--- config.mk ---
export PLATFORM = sky130hd
export DESIGN_NAME = uart_img_recv_flat
export DESIGN_NICKNAME = d
export VERILOG_FILES = /design/src/rtl/uart_img_recv_if.sv /design/src/rtl/uart_img_recv.sv /design/src/flat_wrapper.sv
export SDC_FILE = /design/constraint.sdc
export NUM_CORES = 1
export LEC_CHECK = 0
export CAP_MARGIN = 20
export CELL_PAD_IN_SITES_DETAIL_PLACEMENT = 1
export CELL_PAD_IN_SITES_GLOBAL_PLACEMENT = 1
export CORE_ASPECT_RATIO = 0.6
export CORE_MARGIN = 4
export CORE_UTILIZATION = 42
export CTS_CLUSTER_SIZE = 40
export DETAILED_ROUTE_END_ITERATION = 10
export GPL_TIMING_DRIVEN = 0
export PLACE_DENSITY_LB_ADDON = 0.1
export REMOVE_ABC_BUFFERS = 1
export SLEW_MARGIN = 20
export SYNTH_ARGS = -nofsm -noshare
export SYNTH_HDL_FRONTEND = slang
export SYNTH_SLANG_ARGS = --single-unit
--- constraint.sdc ---
create_clock -name clk -period 4.1 [get_ports clk]
set_clock_uncertainty 0.05 [all_clocks]
set_input_delay 1.025 -clock clk [delete_from_list [all_inputs] [get_ports clk]]
set_output_delay 1.025 -clock clk [all_outputs]
set_load 0.01 [all_outputs]
--- src/rtl/uart_img_recv_if.sv ---
// Byte-stream, RAM write port and CNN handshake bundle for uart_img_recv.
// The slave modport is the receiver; the master modport is its environment.
interface uart_img_recv_if #(
  parameter int ADDR_W = 10
);
  logic              rx_valid;
  logic [7:0]        rx_data;
  logic              img_take;
  logic              ram_wr_en;
  logic [ADDR_W-1:0] ram_wr_addr;
  logic [7:0]        ram_wr_data;
  logic              img_valid;
  logic              busy;
  logic              frame_err;
  logic [7:0]        ovf_cnt;

  modport master (
    output rx_valid, rx_data, img_take,
    input  ram_wr_en, ram_wr_addr, ram_wr_data, img_valid, busy, frame_err, ovf_cnt
  );

  modport slave (
    input  rx_valid, rx_data, img_take,
    output ram_wr_en, ram_wr_addr, ram_wr_data, img_valid, busy, frame_err, ovf_cnt
  );
endinterface

--- src/rtl/uart_img_recv.sv ---
// Writes one SUM_BYTES image from the UART byte stream into RAM, then offers it to the CNN.
// Optional macro IMG_BINARIZE_EN: store 8'hFF/8'h00 by comparing each byte against BIN_THRESH.
module uart_img_recv #(
  parameter int         SUM_BYTES      = 784,
  parameter int         ADDR_W         = 10,
  parameter int         CLK_FREQ       = 50_000_000,
  parameter int         TIMEOUT_CYCLES = CLK_FREQ / 1000,
  parameter logic [7:0] BIN_THRESH     = 8'd128
) (
  input  logic             clk,
  input  logic             rst,
  uart_img_recv_if.slave   bus
);

  localparam int CNT_W = ADDR_W + 1;
  localparam int TO_W  = $clog2(TIMEOUT_CYCLES + 1);
  localparam logic [CNT_W-1:0] LAST_C    = CNT_W'(SUM_BYTES - 1);
  localparam logic [TO_W-1:0]  TO_LAST_C = TO_W'(TIMEOUT_CYCLES - 1);

  typedef enum logic [1:0] {
    ST_IDLE = 2'd0,
    ST_RECV = 2'd1,
    ST_HOLD = 2'd2
  } state_t;

  function automatic logic [7:0] shape_byte(input logic [7:0] b);
`ifdef IMG_BINARIZE_EN
    shape_byte = (b >= BIN_THRESH) ? 8'hFF : 8'h00;
`else
    shape_byte = b;
`endif
  endfunction

  state_t            state_r, state_nxt_s;
  logic [CNT_W-1:0]  cnt_r, cnt_nxt_s;
  logic [TO_W-1:0]   to_cnt_r, to_cnt_nxt_s;
  logic              wr_en_r, wr_en_nxt_s;
  logic [ADDR_W-1:0] wr_addr_r, wr_addr_nxt_s;
  logic [7:0]        wr_data_r, wr_data_nxt_s;
  logic              img_valid_r, img_valid_nxt_s;
  logic              busy_r, busy_nxt_s;
  logic              frame_err_r, frame_err_nxt_s;
  logic [7:0]        ovf_cnt_r, ovf_cnt_nxt_s;

  // Next-state and next-output logic for the IDLE/RECV/HOLD frame FSM.
  always_comb begin
    state_nxt_s     = state_r;
    cnt_nxt_s       = cnt_r;
    to_cnt_nxt_s    = to_cnt_r;
    wr_en_nxt_s     = 1'b0;
    wr_addr_nxt_s   = wr_addr_r;
    wr_data_nxt_s   = wr_data_r;
    img_valid_nxt_s = 1'b0;
    frame_err_nxt_s = 1'b0;
    ovf_cnt_nxt_s   = ovf_cnt_r;

    case (state_r)
      ST_IDLE, ST_RECV: begin
        if (bus.rx_valid) begin
          // A byte always beats a timeout expiring in the same cycle.
          wr_en_nxt_s   = 1'b1;
          wr_addr_nxt_s = cnt_r[ADDR_W-1:0];
          wr_data_nxt_s = shape_byte(bus.rx_data);
          cnt_nxt_s     = cnt_r + CNT_W'(1);
          to_cnt_nxt_s  = {TO_W{1'b0}};
          if (cnt_r == LAST_C) begin
            state_nxt_s = ST_HOLD;
          end else begin
            state_nxt_s = ST_RECV;
          end
        end else if (state_r == ST_RECV) begin
          if (to_cnt_r == TO_LAST_C) begin
            frame_err_nxt_s = 1'b1;
            cnt_nxt_s       = {CNT_W{1'b0}};
            to_cnt_nxt_s    = {TO_W{1'b0}};
            state_nxt_s     = ST_IDLE;
          end else begin
            to_cnt_nxt_s = to_cnt_r + TO_W'(1);
          end
        end else begin
          to_cnt_nxt_s = {TO_W{1'b0}};
        end
      end
      ST_HOLD: begin
        if (bus.rx_valid && (ovf_cnt_r != 8'hFF)) begin
          ovf_cnt_nxt_s = ovf_cnt_r + 8'd1;
        end else begin
          ovf_cnt_nxt_s = ovf_cnt_r;
        end
        // img_valid lags entry to HOLD by one cycle so the last write lands first.
        if (bus.img_take) begin
          state_nxt_s     = ST_IDLE;
          cnt_nxt_s       = {CNT_W{1'b0}};
          img_valid_nxt_s = 1'b0;
        end else begin
          img_valid_nxt_s = 1'b1;
        end
      end
      default: begin
        state_nxt_s  = ST_IDLE;
        cnt_nxt_s    = {CNT_W{1'b0}};
        to_cnt_nxt_s = {TO_W{1'b0}};
      end
    endcase

    busy_nxt_s = (state_nxt_s == ST_RECV);
  end

  // State, counters and registered outputs with synchronous reset.
  always_ff @(posedge clk) begin
    if (rst) begin
      state_r     <= ST_IDLE;
      cnt_r       <= {CNT_W{1'b0}};
      to_cnt_r    <= {TO_W{1'b0}};
      wr_en_r     <= 1'b0;
      wr_addr_r   <= {ADDR_W{1'b0}};
      wr_data_r   <= 8'h00;
      img_valid_r <= 1'b0;
      busy_r      <= 1'b0;
      frame_err_r <= 1'b0;
      ovf_cnt_r   <= 8'h00;
    end else begin
      state_r     <= state_nxt_s;
      cnt_r       <= cnt_nxt_s;
      to_cnt_r    <= to_cnt_nxt_s;
      wr_en_r     <= wr_en_nxt_s;
      wr_addr_r   <= wr_addr_nxt_s;
      wr_data_r   <= wr_data_nxt_s;
      img_valid_r <= img_valid_nxt_s;
      busy_r      <= busy_nxt_s;
      frame_err_r <= frame_err_nxt_s;
      ovf_cnt_r   <= ovf_cnt_nxt_s;
    end
  end

  assign bus.ram_wr_en   = wr_en_r;
  assign bus.ram_wr_addr = wr_addr_r;
  assign bus.ram_wr_data = wr_data_r;
  assign bus.img_valid   = img_valid_r;
  assign bus.busy        = busy_r;
  assign bus.frame_err   = frame_err_r;
  assign bus.ovf_cnt     = ovf_cnt_r;

endmodule

--- src/flat_wrapper.sv ---
// flat-port wrapper written by rule: the top's interface ports become plain ports
module uart_img_recv_flat 
#(
  parameter int         SUM_BYTES      = 784,
  parameter int         ADDR_W         = 10,
  parameter int         CLK_FREQ       = 50_000_000,
  parameter int         TIMEOUT_CYCLES = CLK_FREQ / 1000,
  parameter logic [7:0] BIN_THRESH     = 8'd128
)
  (clk, rst, bus_rx_valid, bus_rx_data, bus_img_take, bus_ram_wr_en, bus_ram_wr_addr, bus_ram_wr_data, bus_img_valid, bus_busy, bus_frame_err, bus_ovf_cnt);
  uart_img_recv_if #(.ADDR_W(ADDR_W)) bus_i ();
  input  logic clk;
  input  logic rst;
  input wire logic [$bits(bus_i.rx_valid)-1:0] bus_rx_valid;
  input wire logic [$bits(bus_i.rx_data)-1:0] bus_rx_data;
  input wire logic [$bits(bus_i.img_take)-1:0] bus_img_take;
  output wire logic [$bits(bus_i.ram_wr_en)-1:0] bus_ram_wr_en;
  output wire logic [$bits(bus_i.ram_wr_addr)-1:0] bus_ram_wr_addr;
  output wire logic [$bits(bus_i.ram_wr_data)-1:0] bus_ram_wr_data;
  output wire logic [$bits(bus_i.img_valid)-1:0] bus_img_valid;
  output wire logic [$bits(bus_i.busy)-1:0] bus_busy;
  output wire logic [$bits(bus_i.frame_err)-1:0] bus_frame_err;
  output wire logic [$bits(bus_i.ovf_cnt)-1:0] bus_ovf_cnt;
  assign bus_i.rx_valid = bus_rx_valid;
  assign bus_i.rx_data = bus_rx_data;
  assign bus_i.img_take = bus_img_take;
  assign bus_ram_wr_en = bus_i.ram_wr_en;
  assign bus_ram_wr_addr = bus_i.ram_wr_addr;
  assign bus_ram_wr_data = bus_i.ram_wr_data;
  assign bus_img_valid = bus_i.img_valid;
  assign bus_busy = bus_i.busy;
  assign bus_frame_err = bus_i.frame_err;
  assign bus_ovf_cnt = bus_i.ovf_cnt;
  uart_img_recv #(.SUM_BYTES(SUM_BYTES), .ADDR_W(ADDR_W), .CLK_FREQ(CLK_FREQ), .TIMEOUT_CYCLES(TIMEOUT_CYCLES), .BIN_THRESH(BIN_THRESH)) u_core (.clk(clk), .rst(rst), .bus(bus_i));
endmodule
After elaboration in Yosys (flattened, before gate mapping) --
Cells that the tools add are included. W data, S select, Z words.
Storage, ports and cells: output and inout bits 30, word-level logic and storage cells 52, register bits 59, input bits 12
Operators by class: muxes and demuxes 18, equal/unequal tests 9, add/subtract/negate cells 3, reduce and logical (&&, ||, !) cells 9, bitwise logic cells 3
Operators with widths (number):
- $mux W16 | 3
- $mux W11 | 4
- $pmux W16 S2 | 1
- $pmux W11 S2 | 1
- $add A16 B1 Y16 const B | 1
- $eq A16 B16 Y1 const B | 1
- $add A11 B1 Y11 const B | 1
- $eq A11 B10 Y1 const B | 1
- $mux W2 | 5
- $add A8 B1 Y8 const B | 1
- $ne A8 B8 Y1 const B | 1
- $ne A3 B2 Y1 const B | 2
- $reduce_or A2 Y1 | 3
- $eq A2 B1 Y1 const B | 2
- $pmux W2 S2 | 1
- $reduce_and A2 Y1 | 2
- $reduce_or A4 Y1 | 1
- $mux W1 | 3
- $not A1 Y1 | 3
- $reduce_and A3 Y1 | 1
- $eq A2 B2 Y1 const B | 1
- $logic_not A2 Y1 | 1
- $ne A2 B2 Y1 const B | 1
- $logic_and A1 B1 Y1 | 1

Depth between registers and ports, before layout --
word-level depth 6, mapped depth 7, gate-level depth less buffers 5

Worst setup path before layout --
OpenSTA, ideal clock, no wires.
path kind input to register, from input port bus_rx_valid, to register u_core.to_cnt_r[9], required time 3.975 ns, stages on the path 5, library setup time 0.075 ns, buffers on the path 1, slack 2.039 ns, arrival time 1.936 ns, cell sequence nor3b_2 -> and2b_1 -> buf_2 -> nand2_1 -> o22ai_1
On the way: cells in the longest elaborated chain, start to end 2
Ends and longest elaborated chain:
- start, declared | RTL line flat_wrapper.sv:14 | input wire logic [$bits(bus_i.rx_valid)-1:0] bus_rx_valid;
- $mux W16 | RTL line uart_img_recv.sv:59 | if (bus.rx_valid) begin
- $pmux W16 S2 | RTL line uart_img_recv.sv:57 | case (state_r)
- end signal, assigned | RTL line uart_img_recv.sv:114 | to_cnt_r <= {TO_W{1'b0}};
- end signal, assigned | RTL line uart_img_recv.sv:125 | to_cnt_r <= to_cnt_nxt_s;
- end, declared | RTL line uart_img_recv.sv:36 | logic [TO_W-1:0] to_cnt_r, to_cnt_nxt_s;
Every way passes these cells. A chain may end at the register's enable or synchronous reset.

Worst setup path in the final report --
from input port bus_rx_valid, to register u_core.cnt_r[9]
On the way: cells in the longest elaborated chain, start to end 2, elaborated cells on any way between the ends 5, classes of those cells eq/ne: 2; mux: 2; reduce/logical: 1
Ends and longest elaborated chain:
- $ne A3 B2 Y1 (no line) or $mux W11 (tied branches)
- $reduce_and A3 Y1 (no line) or $pmux W11 S2 (tied branches)
- end signal, assigned | RTL line uart_img_recv.sv:113 | cnt_r <= {CNT_W{1'b0}};
- end signal, assigned | RTL line uart_img_recv.sv:124 | cnt_r <= cnt_nxt_s;
- end, declared | RTL line uart_img_recv.sv:35 | logic [CNT_W-1:0] cnt_r, cnt_nxt_s;
Several ways; a longest one is shown, not always the timed one.

==> flow_metrics.env <==
export IMPL_die_w_um=111.0
export IMPL_ys_flop_type="dfxtp_1"
export IMPL_cts_hold_buf=0
export IMPL_htreeDepth=3
export IMPL_hold_slack_ns=0.4029
export IMPL_reg2reg_depth=5
export IMPL_whs_endpoint="u_core.bus.ram_wr_addr[9]"
export IMPL_io_pins=42
export IMPL_rsz0062_at_grt="no"
export IMPL_async_flop_share_pct=0
export IMPL_yosysTopAreaCell="dfxtp_1"
export IMPL_floorplan_die_area_um2=7745
export IMPL_dp_hpwl_um=4710
export IMPL_row_count=22
export IMPL_routed_wirelength_um=6842
export IMPL_required_ns=4.21
export IMPL_cp_cell_sequence="clkdlybuf4s50_1 -> nor2b_4 -> a211oi_1 -> a21oi_1 -> a311oi_1"
export IMPL_syn_inst=322
export IMPL_avgViaCountPerCell=5.595
export IMPL_startpoint_type="input port"
export IMPL_min_from="u_core.bus.ram_wr_addr[9]"
export IMPL_syn2layout_area_growth_pct=22.99
export IMPL_r2r_start="u_core.to_cnt_r[0]"
export IMPL_p_leak_nw=1.077
export IMPL_post_cts_buffers=0
export IMPL_maxSlewViolCount=0
export IMPL_worstMarginPinSlew_ns=1.050
export IMPL_io_buffer_count=41
export IMPL_drt_iter0_markers=142
export IMPL_hp_class="flop to flop"
export IMPL_clockRootBuffer="clkbuf_8"
export IMPL_slowest_delay_ns=0.83
export IMPL_slew_headroom_pct=29.99
export IMPL_fin_cells=439
export IMPL_drt_first_pass_iters=4
export IMPL_via_count=2456
export IMPL_post_place_ws_ns=0.3891
export IMPL_crit_arrival_ns=3.48
export IMPL_cp_end_kind="flop"
export IMPL_clk_pin_slew_ns=0.06
export IMPL_initial_core_util_pct=43.54
export IMPL_grt_max_degree=40
export IMPL_grt_usage_pct=18.37
export IMPL_overflow=0
export IMPL_path_buf_inv=1
export IMPL_synth_top_cell_area_share_pct=44.19
export IMPL_rrSetupSlack_ns=0.85
export IMPL_maxCapViolCount=0
export IMPL_ys_seq_area_share_pct=44.19
export IMPL_yosys_top_cells_area="dfxtp_1, nand2_1, a21oi_1"
export IMPL_setup_slack_ns=0.7338
export IMPL_grt_pass1_vias=2352
export IMPL_utilization_pct=53.55
export IMPL_cts_inserted_buffers=9
export IMPL_peakVddDrop_mv=0.1384
export IMPL_setup_violations_final=0
export IMPL_dpl_cell_count=424
export IMPL_drive_gt1_share_pct=5.634
export IMPL_crit_type="input port to flop"
export IMPL_cts_tree="yes"
export IMPL_wire_per_inst_um=15.59
export IMPL_fin_crit_ns=3.366
export IMPL_drc=0
export IMPL_cts_num_sinks=59
export IMPL_ant_nets=0
export IMPL_yosys_warnings=0
export IMPL_die_h_um=69.79
export IMPL_max_freq_mhz=297.1
export IMPL_insertion_delay_ns=0.34
export IMPL_power_density_nw_per_um2=354.2
export IMPL_core_um2=6138
export IMPL_path_max_fanout=32
export IMPL_clockBufferDepth=2
export IMPL_finalSetupTns_ns=0
export IMPL_nets=366
export IMPL_diodes=0
export IMPL_cts_resized=0
export IMPL_timing_final_crit_share_pct=82.10
export IMPL_ys_ff_latch=59
export IMPL_antenna_found_initial=0
export IMPL_netlist_area_um2=2673
export IMPL_status="finished clean"
export IMPL_synth_edf_count=0
export IMPL_grt_pass1_wl_um=11650
export IMPL_gp_congestion=0.8600
export IMPL_synth_distinct_cells=48
export IMPL_hold_viol_final=0
export IMPL_slowest_stage="a21oi_1"
export IMPL_crit_family="compound AO/OA/AOI/OAI gates"
export IMPL_r2r_end="u_core.cnt_r[9]"
export IMPL_avgSynthCellArea_um2=8.300
export IMPL_min_path_cells=2
synthesized netlist by cell type (6+ instances only):
cell and number:
nor2_1 19, clkbuf_1 16, a211oi_1 9, nand3_1 15, a311oi_1 7, nand4_1 12
dfxtp_1 59, xnor2_1 6, a31oi_1 13, a21oi_1 29, nand2_1 53
flip-flops by register name, summed over array words and instances, names as in the netlist:
name                    count
u_core.to_cnt_r            16
u_core.cnt_r               11
u_core.bus.ram_wr_addr     10
u_core.bus.ovf_cnt          8
u_core.bus.ram_wr_data      8
u_core.state_r              2
u_core.bus.busy             1
u_core.bus.frame_err        1
u_core.bus.img_valid        1
u_core.bus.ram_wr_en        1
layout by cell type (no fill, tap or decap), drive strengths merged, types with 5 or more instances in the layout:
| cell type | instances |
|---|---|
| nand3 | 15 |
| o21ai | 7 |
| nand3b | 5 |
| clkdlybuf4s50 | 40 |
| nor2 | 19 |
| xnor2 | 6 |
| a31oi | 13 |
| nand4 | 12 |
| a311oi | 7 |
| nand2 | 53 |
| nand2b | 5 |
| a21oi | 29 |
| clkbuf | 9 |
| nor3 | 5 |
| a211oi | 9 |
| and3 | 5 |
| dfxtp | 59 |
area by class of cell:
class | instances | area, um^2
clock inverter | 6 | 57.56
tap | 84 | 105.1
clock buffer | 9 | 123.9
multi-input combinational | 236 | 1383
fill | 722 | 2851
timing repair buffer | 42 | 425.4
sequential | 59 | 1181
inverter | 3 | 11.26
metal layers:
| metal | track usage, % | part of all wire [%] | vias to the layer above |
|---|---|---|---|
| met4 | 5.738 | 1.1 | 0 |
| met1 | 26.33 | 53 | 1172 |
| met3 | 7.236 | 5.7 | 7 |
| met2 | 24.93 | 40 | 43 |
| li1 | - | - | 1234 |
| met5 | 0 | 0 | - |
where the power goes:
part	switching, mW	internal (mW)
Combinational	0.0388	0.0327
Clock	0.231	0.272
Sequential	0.00686	0.583
Total	0.276	0.888
kinds of logic after synthesis:
logic type / after synthesis / share of synthesized area [%]
XOR/XNOR: 10 / 3.277
multiplexers: 2 / 0.7491
AND/OR/NAND/NOR: 141 / 26.78
buffers and inverters: 27 / 4.353
adder cells (fa/ha/maj): 3 / 1.405
flip-flops: 59 / 44.19
AO/OA/AOI/OAI: 80 / 19.24
per-stage QoR:
| stage | total power, mW | instance area, um^2 |
|---|---|---|
| CTS | 1.184 | 3287 |
| floorplan | 0.6308 | 2567 |
| global placement | 0.6716 | 3083 |
| detailed placement | 0.6754 | 3105 |
| global route | 1.219 | 3287 |
| finish | 1.164 | 3287 |
how the worst max path moves through the flow:
stage	from	cells past startpoint	end
floorplan	bus_rx_valid	4	u_core.cnt_r[10]
global placement	bus_rx_valid	5	u_core.cnt_r[6]
detailed placement	bus_rx_valid	5	u_core.cnt_r[9]
CTS	bus_rx_valid	5	u_core.cnt_r[9]
global route	bus_rx_valid	5	u_core.cnt_r[9]
finish	bus_rx_valid	5	u_core.cnt_r[9]
worst min-delay path, stage by stage, from the launching register on:
cell	delay [ns]
dfxtp_1	0.31
nand2_1	0.05
a21oi_1	0.05
No activity file was read; power rests on OpenSTA's default activity.
==> RTL change 1, RTL diff (same flow settings) <==
Re-encode `state_t` (3 states) as one-hot, 3 bits wide.
--- a/src/rtl/uart_img_recv.sv
+++ b/src/rtl/uart_img_recv.sv
@@ -17,10 +17,10 @@
   localparam logic [CNT_W-1:0] LAST_C    = CNT_W'(SUM_BYTES - 1);
   localparam logic [TO_W-1:0]  TO_LAST_C = TO_W'(TIMEOUT_CYCLES - 1);
 
-  typedef enum logic [1:0] {
-    ST_IDLE = 2'd0,
-    ST_RECV = 2'd1,
-    ST_HOLD = 2'd2
+  typedef enum logic [2:0] {
+    ST_IDLE = 3'b001,
+    ST_RECV = 3'b010,
+    ST_HOLD = 3'b100
   } state_t;
 
   function automatic logic [7:0] shape_byte(input logic [7:0] b);
Behaviour: same outputs for any inputs over 10 cycles, from zero or initial values and one cycle with rst high; not proved beyond that.
==> RTL change 1 against the original RTL <==
Area after synthesis is 0.51% lower. Synthesized cell count is 0.62% higher. Power is 3.4% higher. Sequential share of layout area is 0.53 points higher. Final area is 0.23% higher. Sequential cell count is 1 higher. Hold slack hardly changed. Register-to-register slack better by 0.70 ns. Worst setup slack worse by 0.0029 ns. Wire length is 1.8% higher. Critical endpoint is now u_core.to_cnt_r[15]. Highest routed layer unchanged.
==> RTL change 1: results (changes against the original RTL) <==
{| class="wikitable"
! Metric !! Value
|-
| M1 WL || 3608 um (-0.30%)
|-
| Maximum vdd drop || 0.1742 mV (+26%)
|-
| Worst setup path endpoint || u_core.to_cnt_r[15]
|-
| Power attributed to sequential cells || 0.610 mW (+3%)
|-
| N_diodes || 0 (unchanged)
|-
| Most frequent cells after synthesis || sky130_fd_sc_hd__nand2_1 (61), sky130_fd_sc_hd__dfxtp_1 (60), sky130_fd_sc_hd__a21oi_1 (29)
|-
| Maximum number of pins on one net before global-route repair || 44 (+10%)
|-
| Mean post-synth cell area || 8.206 um^2 (-1.1%)
|-
| Number of global-route vias before repair || 2365 (+0.55%)
|-
| Violation count after the first detailed-routing iteration || 149 (+4.9%)
|-
| Clock network power consumption || 0.480 mW (-4.6%)
|-
| Post-placement worst setup slack || 0.4937 ns (+0.1047 ns)
|-
| Worst reg2reg path startpoint || u_core.state_r[0]
|-
| Area added between synthesis and finish || 23.91%
|-
| Met2 GRT Util || 0.2789 (+0.02957)
|-
| Crit path max-delay family || simple AND/OR/NAND/NOR gates
|-
| Global routing met1 resource utilization || 0.2504 (-0.01287)
|-
| Routed vias/inst || 5.459 (-2.4%)
|-
| Result of the run || finished, final reports clean
|-
| Global router's overall resource usage || 0.1846 (+0.0009314)
|-
| Total met2 wirelength after detailed routing || 3031 um (+9.9%)
|-
| Number of nets in the layout || 373 (+1.9%)
|-
| Critical path data arrival time || 3.58 ns (+0.10 ns)
|-
| Leakage dissipation || 1.109 nW (+3.0%)
|-
| Amount of wire on met3 after detailed routing || 240 um (-38%)
|-
| Count of vias placed by the detailed router || 2440 (-0.65%)
|-
| Share of post-route cells with drive strength above 1 || 0.05510 (-0.001242)
|-
| Portion of the clock cycle consumed by the worst path in the final layout || 0.8217 (about the same)
|-
| Synth top area cells || sky130_fd_sc_hd__dfxtp_1 (45%), sky130_fd_sc_hd__nand2_1 (8.6%), sky130_fd_sc_hd__a21oi_1 (5.5%)
|-
| Logic depth of the worst register-to-register path || 5 (unchanged)
|-
| Filler instances || 739 (+2.4%)
|-
| First-pass GRT wire length || 11610 um (-0.36%)
|-
| Number of placed instances with taps included || 431 (+1.7%)
|-
| Met3 track demand over resource in global routing || 0.05754 (-0.01482)
|-
| Fraction of power spent switching nets || 0.2429 (+0.005495)
|-
| Total Routed Length || 6965 um (+1.8%)
|-
| Highest cell delay on the worst timing path || 0.74 ns (-0.09 ns)
|-
| R2R Path End || u_core.to_cnt_r[15]
|-
| Highest net fanout along the worst path || 12 (-63%)
|-
| Post-DP HPWL || 4832 um (+2.6%)
|-
| Share of synthesized area occupied by flip-flops and latches || 0.4518 (+0.009817)
|-
| Initial antenna violation count || 0 (unchanged)
|-
| Critical-path top delay cell || sky130_fd_sc_hd__nor2b_1
|-
| Weighted congestion at the end of routability-driven global placement || 0.7780 (-9.5%)
|-
| Cell with the most instances after synthesis || sky130_fd_sc_hd__nand2_1
|-
| Total combinational power || 0.114 mW (+59%)
|-
| Transition time of the tightest slew-check pin || 1.016 ns (-0.03382 ns)
|-
| Post-synthesis cell type count || 42 (-13%)
|}
-- RTL change 1: area by class of cell --
class,count,area share
well taps,84,0.03190
multi-input cells,240,0.4136
inverters,5,0.005697
repair buffers,42,0.1291
flip-flops and latches,60,0.3646
clock buffers,15,0.05355
clock inverters,1,0.001519
-- RTL change 1: worst min path at each step --
stage / start / end / slack, ns / cells past startpoint
2_1_floorplan: u_core.to_cnt_r[15] / u_core.to_cnt_r[15] / 0.38 / 1
3_3_place_gp: u_core.bus.ram_wr_data[3] / u_core.bus.ram_wr_data[3] / 0.39 / 2
3_5_place_dp: u_core.bus.ram_wr_addr[3] / u_core.bus.ram_wr_addr[3] / 0.40 / 2
4_1_cts: u_core.bus.ram_wr_addr[3] / u_core.bus.ram_wr_addr[3] / 0.41 / 2
5_1_grt: u_core.bus.ram_wr_addr[3] / u_core.bus.ram_wr_addr[3] / 0.43 / 2
6_report: u_core.bus.ram_wr_data[5] / u_core.bus.ram_wr_data[5] / 0.40 / 2
-- RTL change 1: worst reg2reg max path, stage by stage, from the launching register on --
cell and delay [ns]:
sky130_fd_sc_hd__dfxtp_1 0.40, sky130_fd_sc_hd__or4b_4 0.58, sky130_fd_sc_hd__or2_1 0.26, sky130_fd_sc_hd__nor2b_1 0.74, sky130_fd_sc_hd__a41oi_1 0.25, sky130_fd_sc_hd__a31oi_1 0.20
-- RTL change 1: cell families (layout without fill, tap and decap cells) --
kind of cell | Yosys count | count (layout) | share of synthesized area
simple gates | 150 | 150 | 0.2772
compound gates | 74 | 74 | 0.1727
flops | 60 | 60 | 0.4518
buf+inv | 24 | 63 | 0.04000
xor+xnor | 10 | 10 | 0.03294
fa+ha+maj | 3 | 3 | 0.01412
mux | 3 | 3 | 0.01129
==> RTL change 2, RTL diff (same flow settings) <==
Without the edit above. `SUM_BYTES` is set to 784 in 2 places; all go to 588.
--- a/src/rtl/uart_img_recv.sv
+++ b/src/rtl/uart_img_recv.sv
@@ -1,7 +1,7 @@
 // Writes one SUM_BYTES image from the UART byte stream into RAM, then offers it to the CNN.
 // Optional macro IMG_BINARIZE_EN: store 8'hFF/8'h00 by comparing each byte against BIN_THRESH.
 module uart_img_recv #(
-  parameter int         SUM_BYTES      = 784,
+  parameter int         SUM_BYTES      = 588,
   parameter int         ADDR_W         = 10,
   parameter int         CLK_FREQ       = 50_000_000,
   parameter int         TIMEOUT_CYCLES = CLK_FREQ / 1000,
--- a/src/flat_wrapper.sv
+++ b/src/flat_wrapper.sv
@@ -1,7 +1,7 @@
 // flat-port wrapper written by rule: the top's interface ports become plain ports
 module uart_img_recv_flat 
 #(
-  parameter int         SUM_BYTES      = 784,
+  parameter int         SUM_BYTES      = 588,
   parameter int         ADDR_W         = 10,
   parameter int         CLK_FREQ       = 50_000_000,
   parameter int         TIMEOUT_CYCLES = CLK_FREQ / 1000,
Formal check against the unedited RTL: same outputs for any inputs over 10 cycles, from zero or initial values and one cycle with rst high; that may be too few to reach the edited logic, so the function may still have changed.
==> RTL change 2 against the original RTL <==
Global-route usage grew 2.6 points. Critical path depth grew 1. Worst setup slack lost 0.024 ns. Die area shrank 3.0%. Area after synthesis shrank 3.3%. Wire length grew 4.6%. Count of clock-buffer cells in the layout grew 4. Sequential cell count is the same. Power shrank 1.9%. Critical path type unchanged. Final area shrank 1.8%. Highest routed layer unchanged. Sequential power is essentially flat.
==> RTL change 2: results (changes against the original RTL) <==
{| class="wikitable"
! Metric !! Value
|-
| Post-detailed-placement cell area || 0.003049 mm^2 (-1.8%)
|-
| Number of global-route vias before repair || 2436 (+3.6%)
|-
| Routed vias/inst || 5.465 (-2.3%)
|-
| Highest cell delay on the worst timing path || 0.60 ns (-0.23 ns)
|-
| Filler instances || 701 (-2.9%)
|-
| Global router's overall resource usage || 0.2098 (+0.02614)
|-
| Worst reg2reg path startpoint || u_core.state_r[1]
|-
| Share of synthesized area occupied by flip-flops and latches || 0.4571 (+0.01520)
|-
| R2R Path End || u_core.cnt_r[8]
|-
| Post-placement worst setup slack || 0.4207 ns (+0.03164 ns)
|-
| Highest net fanout along the worst path || 23 (-28%)
|-
| Transition time of the tightest slew-check pin || 0.9934 ns (-0.05668 ns)
|-
| Violation count after the first detailed-routing iteration || 153 (+7.7%)
|-
| Number of nets in the layout || 372 (+1.6%)
|-
| Total Routed Length || 7158 um (+4.6%)
|-
| Share of post-route cells with drive strength above 1 || 0.05817 (+0.001834)
|-
| Result of the run || finished, final reports clean
|-
| Leakage dissipation || 1.094 nW (+1.7%)
|-
| Post-DP HPWL || 5032 um (+6.8%)
|-
| Routed wire per std cell || 16.23 um (+4.1%)
|-
| Number of placed instances with taps included || 426 (+0.47%)
|-
| Startpoint of the tightest hold check path || u_core.bus.ram_wr_addr[5]
|-
| Weighted congestion at the end of routability-driven global placement || 0.8055 (-6.3%)
|-
| Final instance area || 0.003228 mm^2 (-1.8%)
|-
| Slack of the worst reg-to-reg path || 1.45 ns (+0.60 ns)
|-
| Number of standard cells after synthesis || 318 (-1.2%)
|-
| Maximum vdd drop || 0.1766 mV (+28%)
|-
| Post-synthesis cell type count || 43 (-10%)
|-
| Synth top area cells || sky130_fd_sc_hd__dfxtp_1 (46%), sky130_fd_sc_hd__nand2_1 (7.7%), sky130_fd_sc_hd__a21oi_1 (7.0%)
|-
| Maximum number of pins on one net before global-route repair || 30 (-25%)
|-
| First-pass GRT wire length || 11940 um (+2.4%)
|-
| Most frequent cells after synthesis || sky130_fd_sc_hd__dfxtp_1 (59), sky130_fd_sc_hd__nand2_1 (53), sky130_fd_sc_hd__a21oi_1 (36)
|}
## RTL change 2: cell type report
| type | instances | area, um^2 | area share |
|---|---|---|---|
| Multi-Input combinational cell | 236 | 1301 | 0.4031 |
| Sequential cell | 59 | 1181 | 0.3659 |
| Timing Repair Buffer | 42 | 432.9 | 0.1341 |
| Clock buffer | 13 | 168.9 | 0.05233 |
| Tap cell | 80 | 100.1 | 0.03101 |
| Inverter | 9 | 33.78 | 0.01047 |
| Clock inverter | 2 | 10.01 | 0.003101 |
## RTL change 2: per-stage QoR
stage                     hold slack, ns    util
after CTS                         0.4052  0.5610
final                             0.4029  0.5610
after global placement            0.3901  0.5255
after detailed placement          0.3968  0.5299
after floorplan                   0.3959       -
after global routing              0.4250  0.5610
## RTL change 2: critical path, delay by kind of cell
kind,cells,cell delay (ns)
and+or+nand+nor,3,1.55
buffers and inverters,1,0.60
AOI/OAI and AO/OA,2,0.42
## RTL change 2: logic make-up after synthesis
kind of cell | after synthesis | share of synthesized area
xor gates and xnor gates | 13 | 0.04407
muxes | 1 | 0.003874
AOI/OAI and AO/OA | 72 | 0.1627
adders and majority gates | 3 | 0.01453
DFF | 59 | 0.4571
and+or+nand+nor | 147 | 0.2775
buffers and inverters | 23 | 0.04019
## RTL change 2: power by group
part / internal [mW] / switching [mW] / total (mW) / leakage (nW)
Combinational: 0.0328 / 0.0423 / 0.0752 / 0.521
Sequential: 0.583 / 0.00752 / 0.591 / 0.478
Clock: 0.264 / 0.212 / 0.476 / 0.0953
Total: 0.880 / 0.262 / 1.14 / 1.09
## RTL change 2: layer usage
metal	GRT usage	part of all wire	vias to the layer above	routed length, um
li1	-	-	1190	-
met1	0.2762	0.50	1154	3549
met2	0.3096	0.42	60	2987
met5	0	0	-	0
met3	0.09023	0.079	6	566
met4	0.06998	0.0075	0	54
## RTL change 2: worst max path at each step
stage | startpoint | to | slack [ns]
2_1_floorplan | bus_rx_valid | u_core.cnt_r[5] | 1.70
3_3_place_gp | rst | u_core.to_cnt_r[9] | 0.29
3_5_place_dp | bus_rx_valid | u_core.cnt_r[5] | 0.42
4_1_cts | bus_rx_valid | u_core.cnt_r[5] | 0.73
5_1_grt | bus_rx_valid | u_core.cnt_r[5] | 0.52
6_report | bus_rx_valid | u_core.cnt_r[5] | 0.71
